## config.mk

```make
export PLATFORM = sky130hd
export DESIGN_NAME = uart_fifo_periph
export DESIGN_NICKNAME = d
export VERILOG_FILES = /design/src/rtl/uart_fifo_periph.sv
export SDC_FILE = /design/constraint.sdc
export NUM_CORES = 1
export LEC_CHECK = 0
export ABC_AREA = 1
export BUFFER_PORTS_ARGS = -buffer_cell sky130_fd_sc_hd__clkbuf_2
export CAP_MARGIN = 20
export CORE_MARGIN = 2
export CORE_UTILIZATION = 35
export DETAILED_ROUTE_END_ITERATION = 7
export PLACE_DENSITY = 0.6
export REMOVE_ABC_BUFFERS = 1
export SYNTH_ARGS = -nofsm -noshare
export SYNTH_HDL_FRONTEND = slang
export SYNTH_SLANG_ARGS = --single-unit
```

## constraint.sdc

```tcl
create_clock -name clk -period 4.7 [get_ports clk]
set_input_delay 0.47 -clock clk [delete_from_list [all_inputs] [get_ports clk]]
set_output_delay 0.47 -clock clk [all_outputs]
set_load 0.03 [all_outputs]
```

## src/rtl/uart_fifo_periph.sv

```systemverilog
// uart_fifo_periph: memory-mapped full-duplex UART for the 6502 system bus.
// It has a TX FIFO feeding a serial shifter, and a receiver with mid-bit
// sampling that feeds an RX FIFO. It also has status, control and count
// registers and a registered level interrupt.
//
// Ports:
//   clk       system clock
//   rst       synchronous active-high reset
//   addr      register select (0 DATA, 1 STATUS, 2 CTRL, 3 RXCOUNT)
//   data_in   write data
//   data_out  read data, combinational from addr
//   cs        chip select
//   we        write strobe (acts when cs & we)
//   re        read strobe (acts when cs & re; pops RX FIFO on addr 0)
//   tx        serial out, idles high
//   rx        serial in, asynchronous
//   irq       active-high level interrupt

// Byte FIFO.
// A push into a full FIFO succeeds only when a pop happens in the same cycle.
// A pop from an empty FIFO is ignored.
// Ports: i_push/i_pop strobes, i_data write byte, o_head oldest byte,
// o_count occupancy, o_full/o_empty flags.
module uart_fifo_periph_fifo #(
    parameter int DEPTH = 16
) (
    input  logic                   clk,
    input  logic                   rst,
    input  logic                   i_push,
    input  logic                   i_pop,
    input  logic [7:0]             i_data,
    output logic [7:0]             o_head,
    output logic [$clog2(DEPTH):0] o_count,
    output logic                   o_full,
    output logic                   o_empty
);
    localparam int AW = $clog2(DEPTH);
    localparam int CW = AW + 1;

    logic [7:0]    r_mem [DEPTH];
    logic [AW-1:0] r_wp;
    logic [AW-1:0] r_rp;
    logic [CW-1:0] r_count;
    logic          w_pop_ok;
    logic          w_push_ok;

    assign o_empty   = (r_count == '0);
    assign o_full    = (r_count == CW'(DEPTH));
    assign w_pop_ok  = i_pop & ~o_empty;
    assign w_push_ok = i_push & (~o_full | w_pop_ok);
    assign o_head    = r_mem[r_rp];
    assign o_count   = r_count;

    always_ff @(posedge clk) begin
        if (w_push_ok) r_mem[r_wp] <= i_data;
    end

    always_ff @(posedge clk) begin
        if (rst) begin
            r_wp    <= '0;
            r_rp    <= '0;
            r_count <= '0;
        end else begin
            if (w_push_ok) r_wp <= r_wp + AW'(1);
            if (w_pop_ok)  r_rp <= r_rp + AW'(1);
            case ({w_push_ok, w_pop_ok})
                2'b10:   r_count <= r_count + CW'(1);
                2'b01:   r_count <= r_count - CW'(1);
                default: r_count <= r_count;
            endcase
        end
    end
endmodule

module uart_fifo_periph #(
    parameter int CLK_FREQ   = 25000000,
    parameter int BAUD_RATE  = 9600,
    parameter int FIFO_DEPTH = 16
) (
    input  logic       clk,
    input  logic       rst,
    input  logic [1:0] addr,
    input  logic [7:0] data_in,
    output logic [7:0] data_out,
    input  logic       cs,
    input  logic       we,
    input  logic       re,
    output logic       tx,
    input  logic       rx,
    output logic       irq
);
    localparam int DIV = CLK_FREQ / BAUD_RATE;
    localparam int BW  = $clog2(DIV);
    localparam int CW  = $clog2(FIFO_DEPTH) + 1;
    localparam logic [BW-1:0] C_BIT_END  = BW'(DIV - 1);
    localparam logic [BW-1:0] C_HALF_END = BW'(DIV / 2 - 1);

    localparam logic [1:0] TX_IDLE  = 2'd0;
    localparam logic [1:0] TX_START = 2'd1;
    localparam logic [1:0] TX_DATA  = 2'd2;
    localparam logic [1:0] TX_STOP  = 2'd3;

    localparam logic [2:0] RX_IDLE  = 3'd0;
    localparam logic [2:0] RX_START = 3'd1;
    localparam logic [2:0] RX_DATA  = 3'd2;
    localparam logic [2:0] RX_STOP  = 3'd3;
    localparam logic [2:0] RX_WAIT  = 3'd4;

    // Bus decode
    logic w_tx_push, w_rx_pop, w_w1c, w_ctrl_wr;
    assign w_tx_push = cs & we & (addr == 2'd0);
    assign w_rx_pop  = cs & re & (addr == 2'd0);
    assign w_w1c     = cs & we & (addr == 2'd1);
    assign w_ctrl_wr = cs & we & (addr == 2'd2);

    // TX FIFO
    logic [7:0]    w_tx_head;
    logic [CW-1:0] w_tx_count;
    logic          w_tx_full, w_tx_empty, w_tx_pop;

    uart_fifo_periph_fifo #(.DEPTH(FIFO_DEPTH)) u_tx_fifo (
        .clk     (clk),
        .rst     (rst),
        .i_push  (w_tx_push),
        .i_pop   (w_tx_pop),
        .i_data  (data_in),
        .o_head  (w_tx_head),
        .o_count (w_tx_count),
        .o_full  (w_tx_full),
        .o_empty (w_tx_empty)
    );

    // TX shifter
    logic [1:0]    r_tx_state;
    logic [BW-1:0] r_tx_baud;
    logic [2:0]    r_tx_bit;
    logic [7:0]    r_tx_shift;
    logic          r_tx_line;
    logic          r_tx_busy;
    logic          w_tx_bit_end;

    assign w_tx_bit_end = (r_tx_baud == C_BIT_END);
    // The FIFO is drained from IDLE, and also on the last STOP cycle so that
    // queued frames go out back-to-back.
    assign w_tx_pop = ~w_tx_empty &
                      ((r_tx_state == TX_IDLE) | ((r_tx_state == TX_STOP) & w_tx_bit_end));

    always_ff @(posedge clk) begin
        if (w_tx_pop)
            r_tx_shift <= w_tx_head;
        else if (w_tx_bit_end && (r_tx_state == TX_START || r_tx_state == TX_DATA))
            r_tx_shift <= {1'b0, r_tx_shift[7:1]};
    end

    always_ff @(posedge clk) begin
        if (rst) begin
            r_tx_state <= TX_IDLE;
            r_tx_baud  <= '0;
            r_tx_bit   <= '0;
            r_tx_line  <= 1'b1;
            r_tx_busy  <= 1'b0;
        end else begin
            case (r_tx_state)
                TX_IDLE: begin
                    if (w_tx_pop) begin
                        r_tx_state <= TX_START;
                        r_tx_baud  <= '0;
                        r_tx_line  <= 1'b0;
                        r_tx_busy  <= 1'b1;
                    end
                end
                TX_START: begin
                    if (w_tx_bit_end) begin
                        r_tx_state <= TX_DATA;
                        r_tx_baud  <= '0;
                        r_tx_bit   <= '0;
                        r_tx_line  <= r_tx_shift[0];
                    end else begin
                        r_tx_baud <= r_tx_baud + BW'(1);
                    end
                end
                TX_DATA: begin
                    if (w_tx_bit_end) begin
                        r_tx_baud <= '0;
                        if (r_tx_bit == 3'd7) begin
                            r_tx_state <= TX_STOP;
                            r_tx_line  <= 1'b1;
                        end else begin
                            r_tx_bit  <= r_tx_bit + 3'd1;
                            r_tx_line <= r_tx_shift[0];
                        end
                    end else begin
                        r_tx_baud <= r_tx_baud + BW'(1);
                    end
                end
                default: begin // TX_STOP
                    if (w_tx_bit_end) begin
                        r_tx_baud <= '0;
                        if (w_tx_pop) begin
                            r_tx_state <= TX_START;
                            r_tx_line  <= 1'b0;
                        end else begin
                            r_tx_state <= TX_IDLE;
                            r_tx_busy  <= 1'b0;
                        end
                    end else begin
                        r_tx_baud <= r_tx_baud + BW'(1);
                    end
                end
            endcase
        end
    end

    // RX synchroniser; it resets to the idle line level so no false start
    // edge is seen after reset.
    logic r_rx_s1, r_rx_s2, r_rx_prev;

    always_ff @(posedge clk) begin
        if (rst) begin
            r_rx_s1   <= 1'b1;
            r_rx_s2   <= 1'b1;
            r_rx_prev <= 1'b1;
        end else begin
            r_rx_s1   <= rx;
            r_rx_s2   <= r_rx_s1;
            r_rx_prev <= r_rx_s2;
        end
    end

    // RX deserialiser
    logic [2:0]    r_rx_state;
    logic [BW-1:0] r_rx_baud;
    logic [2:0]    r_rx_bit;
    logic [7:0]    r_rx_shift;
    logic          w_rx_fall, w_rx_bit_end, w_rx_stop_smp;
    logic          w_rx_push, w_frame_err, w_overrun;
    logic [7:0]    w_rx_head;
    logic [CW-1:0] w_rx_count;
    logic          w_rx_full, w_rx_empty;

    assign w_rx_fall     = r_rx_prev & ~r_rx_s2;
    assign w_rx_bit_end  = (r_rx_baud == C_BIT_END);
    assign w_rx_stop_smp = (r_rx_state == RX_STOP) & w_rx_bit_end;
    assign w_rx_push     = w_rx_stop_smp & r_rx_s2;
    assign w_frame_err   = w_rx_stop_smp & ~r_rx_s2;
    // A full FIFO still accepts the byte if the CPU pops in the same cycle.
    assign w_overrun     = w_rx_push & w_rx_full & ~w_rx_pop;

    uart_fifo_periph_fifo #(.DEPTH(FIFO_DEPTH)) u_rx_fifo (
        .clk     (clk),
        .rst     (rst),
        .i_push  (w_rx_push),
        .i_pop   (w_rx_pop),
        .i_data  (r_rx_shift),
        .o_head  (w_rx_head),
        .o_count (w_rx_count),
        .o_full  (w_rx_full),
        .o_empty (w_rx_empty)
    );

    always_ff @(posedge clk) begin
        if (r_rx_state == RX_DATA && w_rx_bit_end)
            r_rx_shift <= {r_rx_s2, r_rx_shift[7:1]};
    end

    always_ff @(posedge clk) begin
        if (rst) begin
            r_rx_state <= RX_IDLE;
            r_rx_baud  <= '0;
            r_rx_bit   <= '0;
        end else begin
            case (r_rx_state)
                RX_IDLE: begin
                    if (w_rx_fall) begin
                        r_rx_state <= RX_START;
                        r_rx_baud  <= '0;
                    end
                end
                RX_START: begin
                    // Re-check at mid start bit; a high line means a glitch.
                    if (r_rx_baud == C_HALF_END) begin
                        r_rx_baud  <= '0;
                        r_rx_bit   <= '0;
                        r_rx_state <= r_rx_s2 ? RX_IDLE : RX_DATA;
                    end else begin
                        r_rx_baud <= r_rx_baud + BW'(1);
                    end
                end
                RX_DATA: begin
                    if (w_rx_bit_end) begin
                        r_rx_baud <= '0;
                        r_rx_bit  <= r_rx_bit + 3'd1;
                        if (r_rx_bit == 3'd7) r_rx_state <= RX_STOP;
                    end else begin
                        r_rx_baud <= r_rx_baud + BW'(1);
                    end
                end
                RX_STOP: begin
                    if (w_rx_bit_end) begin
                        r_rx_baud  <= '0;
                        r_rx_state <= r_rx_s2 ? RX_IDLE : RX_WAIT;
                    end else begin
                        r_rx_baud <= r_rx_baud + BW'(1);
                    end
                end
                RX_WAIT: begin
                    if (r_rx_s2) r_rx_state <= RX_IDLE;
                end
                default: r_rx_state <= RX_IDLE;
            endcase
        end
    end

    // Registers and interrupt
    logic [1:0] r_ctrl;
    logic       r_ovr, r_fe, r_irq;
    logic [7:0] w_status;
    logic [7:0] w_rx_count8;

    always_ff @(posedge clk) begin
        if (rst) begin
            r_ctrl <= '0;
            r_ovr  <= 1'b0;
            r_fe   <= 1'b0;
            r_irq  <= 1'b0;
        end else begin
            if (w_ctrl_wr) r_ctrl <= data_in[1:0];
            // A new event in the same cycle as the clear wins.
            r_ovr <= (r_ovr & ~(w_w1c & data_in[5])) | w_overrun;
            r_fe  <= (r_fe  & ~(w_w1c & data_in[6])) | w_frame_err;
            r_irq <= (r_ctrl[0] & ~w_rx_empty) | (r_ctrl[1] & w_tx_empty & ~r_tx_busy);
        end
    end

    assign w_status    = {1'b0, r_fe, r_ovr, r_tx_busy, w_rx_full, ~w_rx_empty,
                          w_tx_full, w_tx_empty};
    assign w_rx_count8 = 8'(w_rx_count);

    always_comb begin
        data_out = 8'h00;
        case (addr)
            2'd0:    data_out = w_rx_empty ? 8'h00 : w_rx_head;
            2'd1:    data_out = w_status;
            2'd2:    data_out = {6'b0, r_ctrl};
            default: data_out = w_rx_count8;
        endcase
    end

    assign tx  = r_tx_line;
    assign irq = r_irq;
endmodule

```

Word level (Yosys, flattened, before mapping)
Memory sizes are Yosys's and may differ from the RTL's. A register that Yosys moved wholly into a read port is not among the register bits. Index checks and enable logic that the tools add are counted.

Register bits after elaboration: 87. Latch bits: 0. Memory bits (writable): 256. ROM bits: 0. Bits of input ports: 16. Output and inout bits: 10. Memories: 2.

Memory list: u_rx_fifo.r_mem (depth 16, width 8, rd ports 1, clocked after memory_dff 1, wr ports 1, RTL line 40) `logic [7:0] r_mem [DEPTH];`; u_tx_fifo.r_mem (depth 16, width 8, rd ports 1, clocked after memory_dff 1, wr ports 1, RTL line 40).

Add/sub/neg operators: 12. Multipliers: 0. Div/mod/pow operators: 0. Magnitude comparators: 0. Equal/unequal tests: 32. Shift operators: 0. Multiplexer cells: 54. Bitwise gates (word level): 41. Reductions and logical operators: 24.

Operators by type and width (count): 12-bit 2-to-1 mux (6); 3-bit 2-to-1 mux (12); 12-bit one-hot mux with 3 select lines (1); 1-bit bitwise AND (25); 12-bit by 1-bit adder with 12-bit output (second input constant) (2); 12-bit equality test (second input constant) (2); 8-bit 2-to-1 mux (3); 8-bit one-hot mux with 3 select lines (1); 5-bit one-hot mux with 2 select lines (2); 2-bit inequality test (second input constant) (9); 4-bit by 1-bit adder with 4-bit output (second input constant) (4); 4-bit 2-to-1 mux (4); 3-bit one-hot mux with 5 select lines (1); 1-bit 2-to-1 mux (13); 12-bit by 11-bit equality test with 1-bit output (second input constant) (1); 2-bit 2-to-1 mux (6); 3-bit one-hot mux with 2 select lines (2); 2-bit nonzero test (6); 5-bit by 1-bit adder with 5-bit output (second input constant) (2); 2-bit equality test (second input constant) (5); 5-bit equality test (second input constant) (2); 5-bit zero test (2); 1-bit inverter (10); 5-bit by 1-bit subtractor with 5-bit output (second input constant) (2); other kinds (21) (40).

Longest topological paths before layout
Gate-level depths: netlist of run 1.

Depth in word-level cells: 9. Depth in mapped cells: 16. Gate-level depth less buffers: 16.

Modules after synthesis
Synthesis of run 1 repeated with hierarchy kept, for this count alone.

Cells, all modules: 1539. Area, all modules: 15677.5 µm².

Modules (own cells, without submodules): uart_fifo_periph_fifo at u_rx_fifo (times used 1, cells an instance 541, area each 6217.2 µm², seq. area each 4184.0 µm²); uart_fifo_periph_fifo at u_tx_fifo (times used 1, cells an instance 539, area each 6172.2 µm², seq. area each 4184.0 µm²); uart_fifo_periph (times used 1, cells an instance 459, area each 3288.2 µm², seq. area each 1381.3 µm²).

Worst setup path after synthesis of run 1
OpenSTA, ideal clock, no wires.

Kind: register -> register. Start: register r_tx_state[0]. End: register u_tx_fifo.r_count[4], in the netlist u_tx_fifo.o_count[4]. Setup time: 115 ps. Data arrival time: 2268 ps. Setup slack: 2317 ps. Stages on the path, launching flop included: 16. Clock period less this slack: 2383 ps. Path through: dfxtp_1 inv_1 ha_1 or2_2 nand2_1 inv_1 nand3_1 inv_1 ha_1 a21o_1 a31oi_1 inv_1 nand2_1 nand3_1 nand2_1 nor2_1.

Cells in the longest elaborated chain, start to end: 9.

RTL lines: start, declared (RTL line 134) `logic [1:0] r_tx_state;`; start signal, assigned (RTL line 157) `r_tx_state <= TX_IDLE;`; start signal, assigned (RTL line 166) `r_tx_state <= TX_START;`; start signal, assigned (RTL line 174) `r_tx_state <= TX_DATA;`; 2-bit equality test (RTL line 146) `((r_tx_state == TX_IDLE) | ((r_tx_state == TX_STOP) & w_tx_bit_end));`; 1-bit bitwise AND (RTL line 146); 1-bit bitwise OR (*) (RTL line 146); 1-bit bitwise AND (*) (RTL line 145) `assign w_tx_pop = ~w_tx_empty &`; 1-bit bitwise AND (*) (RTL line 49) `assign w_pop_ok = i_pop & ~o_empty;`; 1-bit bitwise OR (RTL line 50) `assign w_push_ok = i_push & (~o_full | w_pop_ok);`; 1-bit bitwise AND (RTL line 50); 2-bit by 1-bit equality test with 1-bit output / 2-bit equality test (equally long branches) (RTL line 66) `case ({w_push_ok, w_pop_ok})`; 5-bit one-hot mux with 2 select lines / 2-bit nonzero test (equally long branches); end signal, assigned (RTL line 67) `2'b10: r_count <= r_count + CW'(1);`; end signal, assigned (RTL line 68) `2'b01: r_count <= r_count - CW'(1);`; end signal, assigned (RTL line 69) `default: r_count <= r_count;`; end, declared (RTL line 43) `logic [CW-1:0] r_count;`.

Every way passes the cells marked *; elsewhere a longest branch is shown, timed or not. A chain may end at the register's enable or synchronous reset.

==> flow_summary.toml, run 1 <==
[clocking]
cts_repair_resize_count = 0
htreeDepth = 2
post_cts_hold_buffer_count = 0
cts_tree = "yes"
clk-insertion-delay-late_ps = 530
clk_pin_slew_worst_paths_ps = 60
postCtsSetupRepairBufs = 0
root_buffer = "clkbuf_16"
clock_path_buffers = 3
clk_sinks = 351
numCtsBuffers = 39

[sta]
timing_worst_slew_pin_value_ps = 1040
finalSetupViolations = 0
maxClockFrequency_ghz = 0.294
finalMaxSlewViolations = 0
finalHoldViolations = 0
setup_tns_ps = 0
final_min_period_over_clock_period_pct = 72.3
grt_setup_unrepaired = "false"
finClkSkew_ps = 14.3
slew-limit-headroom_pct = 30.6
final_period_minus_worst_setup_slack_ps = 3400

[logic_synthesis]
ys.flop_type = "edfxtp_1"
yosysUniqueCellTypes = 48
synth_async_sr_flop_share_pct = 0
flop_and_latch_count_out_of_synthesis = 351
synth-seq-area-share_pct = 65.5
ys_warn_count = 0
synth.cell_area_um2 = 14900
syn_inst = 1389
synth_enable_flop_cells = 272
synth.avg_cell_area_um2 = 10.7

[finish]
layout_common_cells = "edfxtp_1, nor2_1, o21ai_0"
drive_gt1_share_pct = 9.04
finish.net_count = 1455
final_area_um2 = 16700
layout.cells.most_common = "edfxtp_1"
layoutNonFillerInstCount = 1978
syn2layout_area_growth_pct = 12.0

[route]
wirelength_um = 34300
drc = 0
initialDrtViolationCount = 790
average_wire_length_per_cell_after_detail_routing_um = 17.3
drt-pass1-iter-count = 5
detailroute.via_count = 10080
vias_per_cell = 5.10
antenna_left = 0

[place]
port_buffers = 25
detailed_place.area_um2 = 15500
gpl.final_weighted_congestion = 0.811
detailed_place_hpwl_um = 21400
placed_insts = 1907

[worst_setup_path]
worst_r2r_path_depth = 11
worstPathCellList = "buf_4, inv_1, o21ai_0, o211ai_1, o21ai_0, a21oi_1, clkbuf_2"
setup.worst_path.class = "reg2out"
worstReg2RegEnd = "u_tx_fifo.r_mem[5][1]"
critPathSlowestCell = "inv_1"
critical_r2r_launch = "r_tx_baud[0]"
worst-endpoint-required_ps = 4230
worst-endpoint-arrival_ps = 2930
critical-path-max-stage-delay_ps = 680
end_kind = "output pin"
critPathMaxFanout = 40
crit_end = "data_out[7]"
cp_common_cell = "o21ai_0"
worst-r2r-setup-slack_ps = 1880
critical_path.startpoint_type = "flop"

[pwr]
power.density_nw_per_um2 = 470
static_leakage_power_nw = 5.82
max-vdd-ir-drop_v = 0.000254

[run]
max_cap_check_violation_count = 0

[floorplanning]
dieWidth_um = 210
fp.dieArea_um2 = 44200
start_util_pct = 35.5
die_height_um = 210
boundaryPins = 26
std_cell_rows = 75
core_area_um2 = 41900

[global_routing]
grt_pass1_wl_um = 54300
grt_start_max_net_pins = 67
antenna_violations_before_repair = 0
globalRoute.totalOverflow = 0
global_route.usage.total_pct = 15.6
grt_pass1_vias = 9733

[hold_path]
tightest_hold_check_type = "in2reg"

[status]
run_status = "complete, no violations"
## layer usage
metal | wire (um) | vias up | track usage, % | share of wire, %
met1 | 16000 | 4847 | 22.1 | 47
met5 | 0 | - | 0 | 0
met4 | 811 | 0 | 4.79 | 2.4
li1 | - | 4939 | - | -
met3 | 1950 | 53 | 2.67 | 5.7
met2 | 15500 | 241 | 24.7 | 45
## stage by stage
| stage | power [mW] | hold WS [ps] | util [%] | worst slack [ps] |
|---|---|---|---|---|
| final | 7.84 | 123 | 39.8 | 1300 |
| after global routing | 8.26 | 128 | 39.7 | 1080 |
| after CTS | 7.91 | 100 | 39.7 | 1260 |
| after detailed placement | 5.17 | 443 | 37.0 | 1840 |
| after global placement | 5.14 | 442 | 37.0 | 1830 |
| after floorplan | 4.70 | 389 | - | 1520 |
## registers in the layout, summed over array words and instances (netlist names), 4 cells and up, named ones only
| signal | cells |
|---|---|
| u_rx_fifo.r_rp | 4 |
| r_tx_baud | 12 |
| u_tx_fifo.r_wp | 4 |
| r_rx_baud | 12 |
| r_tx_shift | 8 |
| r_rx_shift | 8 |
| u_rx_fifo.r_wp | 4 |
| u_tx_fifo.o_count | 5 |
| u_rx_fifo.o_count | 5 |
| u_tx_fifo.r_rp | 4 |
| u_rx_fifo.r_mem | 128 |
| u_tx_fifo.r_mem | 128 |
## cells in the mapped netlist, types with 5 or more instances
library cell,number,area share [%]
nor2_2,10,0.42
o21ai_0,170,5.7
inv_2,9,0.23
clkbuf_1,37,0.93
a31oi_1,9,0.38
ha_1,27,2.3
nor3_1,5,0.17
nand4_1,12,0.50
xor2_1,9,0.53
o221ai_1,14,0.82
buf_2,15,0.50
nand3_1,66,2.2
nor2_1,269,6.8
edfxtp_1,272,55
a21oi_1,51,1.7
dfxtp_1,79,11
o22ai_1,15,0.63
inv_1,86,2.2
nand2_1,144,3.6
o211ai_1,36,1.8
nand2_2,9,0.38
a211oi_1,5,0.25
## critical path: cells and delay by family, from the launching register on
kind	cells	cell delay (ps)
AOI/OAI and AO/OA	4	890
DFF	1	290
buffers and inverters	3	1200
## how the worst min path moves through the flow
stage,from,to,slack (ps),depth (start not counted)
final,rx,r_rx_s1,120,2
after CTS,rx,r_rx_s1,100,2
after floorplan,r_rx_s1,r_rx_s2,390,1
after global routing,rx,r_rx_s1,130,2
after global placement,r_rx_s1,r_rx_s2,440,1
after detailed placement,r_rx_s1,r_rx_s2,440,1
## cells by family (layout without fill, tap and decap cells)
group / count (synthesis) / after routing / synth area share [%]
buffers and inverters: 153 / 202 / 4.04
adder cells (fa/ha/maj): 29 / 29 / 2.54
XOR/XNOR: 11 / 11 / 0.647
other: 0 / 1 / 0
AO/OA/AOI/OAI: 316 / 316 / 12.2
AND/OR/NAND/NOR: 529 / 529 / 15.0
flip-flops: 351 / 351 / 65.5
## where the power goes
| group | internal, mW | switching [mW] |
|---|---|---|
| registers | 3.47 | 0.0866 |
| clock network | 1.54 | 1.20 |
| logic | 0.461 | 1.08 |
| total | 5.47 | 2.37 |
## cell type report
type,instances,area [um2]
antenna,1,2.50
clock buffer,46,1010
clock inverter,23,121
fill,3967,25300
inverter,100,383
multi-input combinational,885,4530
sequential,351,9750
tap,539,674
timing repair buffer,33,198
(Power assumes the default switching activity.)
==> inputs of run 2 (changes only) <==
==> constraint.sdc (replaced) <==
create_clock -name clk -period 3.5 [get_ports clk]
set_input_delay 0.35 -clock clk [delete_from_list [all_inputs] [get_ports clk]]
set_output_delay 0.35 -clock clk [all_outputs]
set_load 0.03 [all_outputs]
==> run 2 against run 1 <==
Compared with the run above: sequential power up 35%; flip-flop and latch count unchanged; final area up 0.83%; die area did not move; total power grew 39%; sequential share of layout area is 0.48 points lower; count of clock-buffer cells in the layout grew 5; clock power up 47%; utilization rose by 0.33 points; combinational power rose by 34%; first-iteration DRC count increased by 26%; routed wire length is 2.5% higher; largest cell class unchanged; largest power group unchanged.
==> flow_summary.toml, run 2 (synthesis results as in run 1) <==
[status]
run_status = "complete, no violations"

[worst_setup_path]
path_delay_family = "buffers and inverters"
worstPathCellList = "inv_2, buf_4, nor2_1, nor2_1, o21ai_0, o211ai_1, nand3_1, nand2_1, nand2_1, nand2_1, clkbuf_2"
end_kind = "output pin"
worst-endpoint-required_ps = 3150
worst-endpoint-arrival_ps = 2650
critical_path.startpoint_type = "flop"
critical-path-max-stage-delay_ps = 500
worstSetupPathDepth = 11
path_buf_inv = 3
setup.worst_path.class = "reg2out"
critPathMaxFanout = 39
critPathSlowestCell = "inv_2"
worst_r2r_path_depth = 11
cp_common_cell = "nand2_1"

[global_routing]
grt_pass1_wl_um = 55300
grt_use_met3_pct = 2.58
use_met2_pct = 25.0
grtUsageMet1_pct = 22.8
antenna_violations_before_repair = 0
globalRoute.totalOverflow = 0
grt_pass1_vias = 9823
global_route.peak_usage_layer = "met2"
global_route.usage.total_pct = 15.9
grt_start_max_net_pins = 67

[finish]
final_core_util_pct = 40.1
final_area_um2 = 16800
layout_common_cells = "edfxtp_1, nor2_1, o21ai_0"
n_antenna_cell = 0
n_fill_cell = 3987
syn2layout_area_growth_pct = 13.0
drive_gt1_share_pct = 9.72
finish.net_count = 1457
largest_registers = "u_rx_fifo.r_mem (128), u_tx_fifo.r_mem (128)"
layout.cells.most_common = "edfxtp_1"

[route]
drc = 0
average_wire_length_per_cell_after_detail_routing_um = 17.7
antenna_left = 0
initialDrtViolationCount = 998
detailroute.via_count = 10331
vias_per_cell = 5.22
wirelength_um = 35100
drt-pass1-iter-count = 5

[clocking]
cts_tree = "yes"
clock_path_buffers = 3
post_cts_hold_buffer_count = 0
htreeDepth = 2
cts_repair_resize_count = 0
numCtsBuffers = 38
postCtsSetupRepairBufs = 0
clk_sinks = 351
clk-insertion-delay-late_ps = 540
clk_pin_slew_worst_paths_ps = 60
root_buffer = "clkbuf_16"

[pwr]
internal_power_mw = 7.66
sequentialPowerShare_pct = 43.9
static_leakage_power_nw = 5.88
clockPowerShare_pct = 37.0
comb_power_share_pct = 19.1
power.switching_fraction_pct = 29.8
power.density_nw_per_um2 = 649
max-vdd-ir-drop_v = 0.000317
net_switching_power_mw = 3.25

[place]
port_buffers = 25
detailed_place_hpwl_um = 22300
gpl.final_weighted_congestion = 0.843
detailed_place.area_um2 = 15500

[sta]
setup_tns_ps = 0
grt_setup_unrepaired = "false"
finalHoldViolations = 0
timing_worst_slew_pin_value_ps = 1050
finalMaxSlewViolations = 0
final_period_minus_worst_setup_slack_ps = 3000
slew-limit-headroom_pct = 29.8
final_min_period_over_clock_period_pct = 85.8
finClkSkew_ps = 24.3
maxClockFrequency_ghz = 0.333
finalSetupViolations = 0

[hold_path]
tightest_hold_check_type = "in2reg"
min_delay_path_depth = 2

[floorplanning]
dieWidth_um = 210
fp.dieArea_um2 = 44200
die_height_um = 210
core_area_um2 = 41900
boundaryPins = 26
start_util_pct = 35.5
std_cell_rows = 75

[run]
max_cap_check_violation_count = 0
==> run 2: cell count changes in the layout (fill, tap and decap cells not counted), sizes merged <==
cell      before  now
buf            8   11
bufinv         0    3
clkbuf        71   76
clkinv        21   15
clkinvlp       0    2
diode          1    0
inv          102   98
==> run 2: metrics by stage <==
step	power, mW	cells	setup slack (ps)	hold slack, ps
floorplan	6.31	1336	438	389
global placement	6.93	1910	785	432
detailed placement	6.95	1911	717	433
CTS	11.0	1980	428	16.0
global route	11.4	1980	289	24.0
finish	10.9	1980	497	25.4
==> run 2: per-layer routing <==
metal | vias up | routed length [um]
li1 | 4936 | -
met1 | 5038 | 16400
met2 | 314 | 16100
met3 | 43 | 2010
met4 | 0 | 613
met5 | - | 0
==> run 2: power by group through the flow <==
stage	logic [mW]	clock network, mW	registers [mW]
floorplan	1.37	0	4.93
global placement	2.05	0	4.88
detailed placement	2.07	0	4.88
CTS	2.08	4.10	4.79
global route	2.34	4.26	4.81
finish	2.08	4.03	4.80
==> run 2: path summary, 6_finish.rpt <==
kind           startpoint                endpoint  slack (ps)
max                  flop             data_out[6]         500
max reg2reg  r_tx_baud[0]  u_tx_fifo.r_mem[11][4]         730
min                    rx                 r_rx_s1          30
min reg2reg       r_rx_s1                 r_rx_s2         440
==> run 2: area by class of cell <==
type	count	area, um2	share of cell area, %
Timing Repair Buffer	36	205	1.22
Sequential cell	351	9750	58.0
Clock buffer	51	1070	6.38
Inverter	100	383	2.28
Multi-Input combinational cell	885	4530	27.0
Clock inverter	18	194	1.15
Tap cell	539	674	4.01
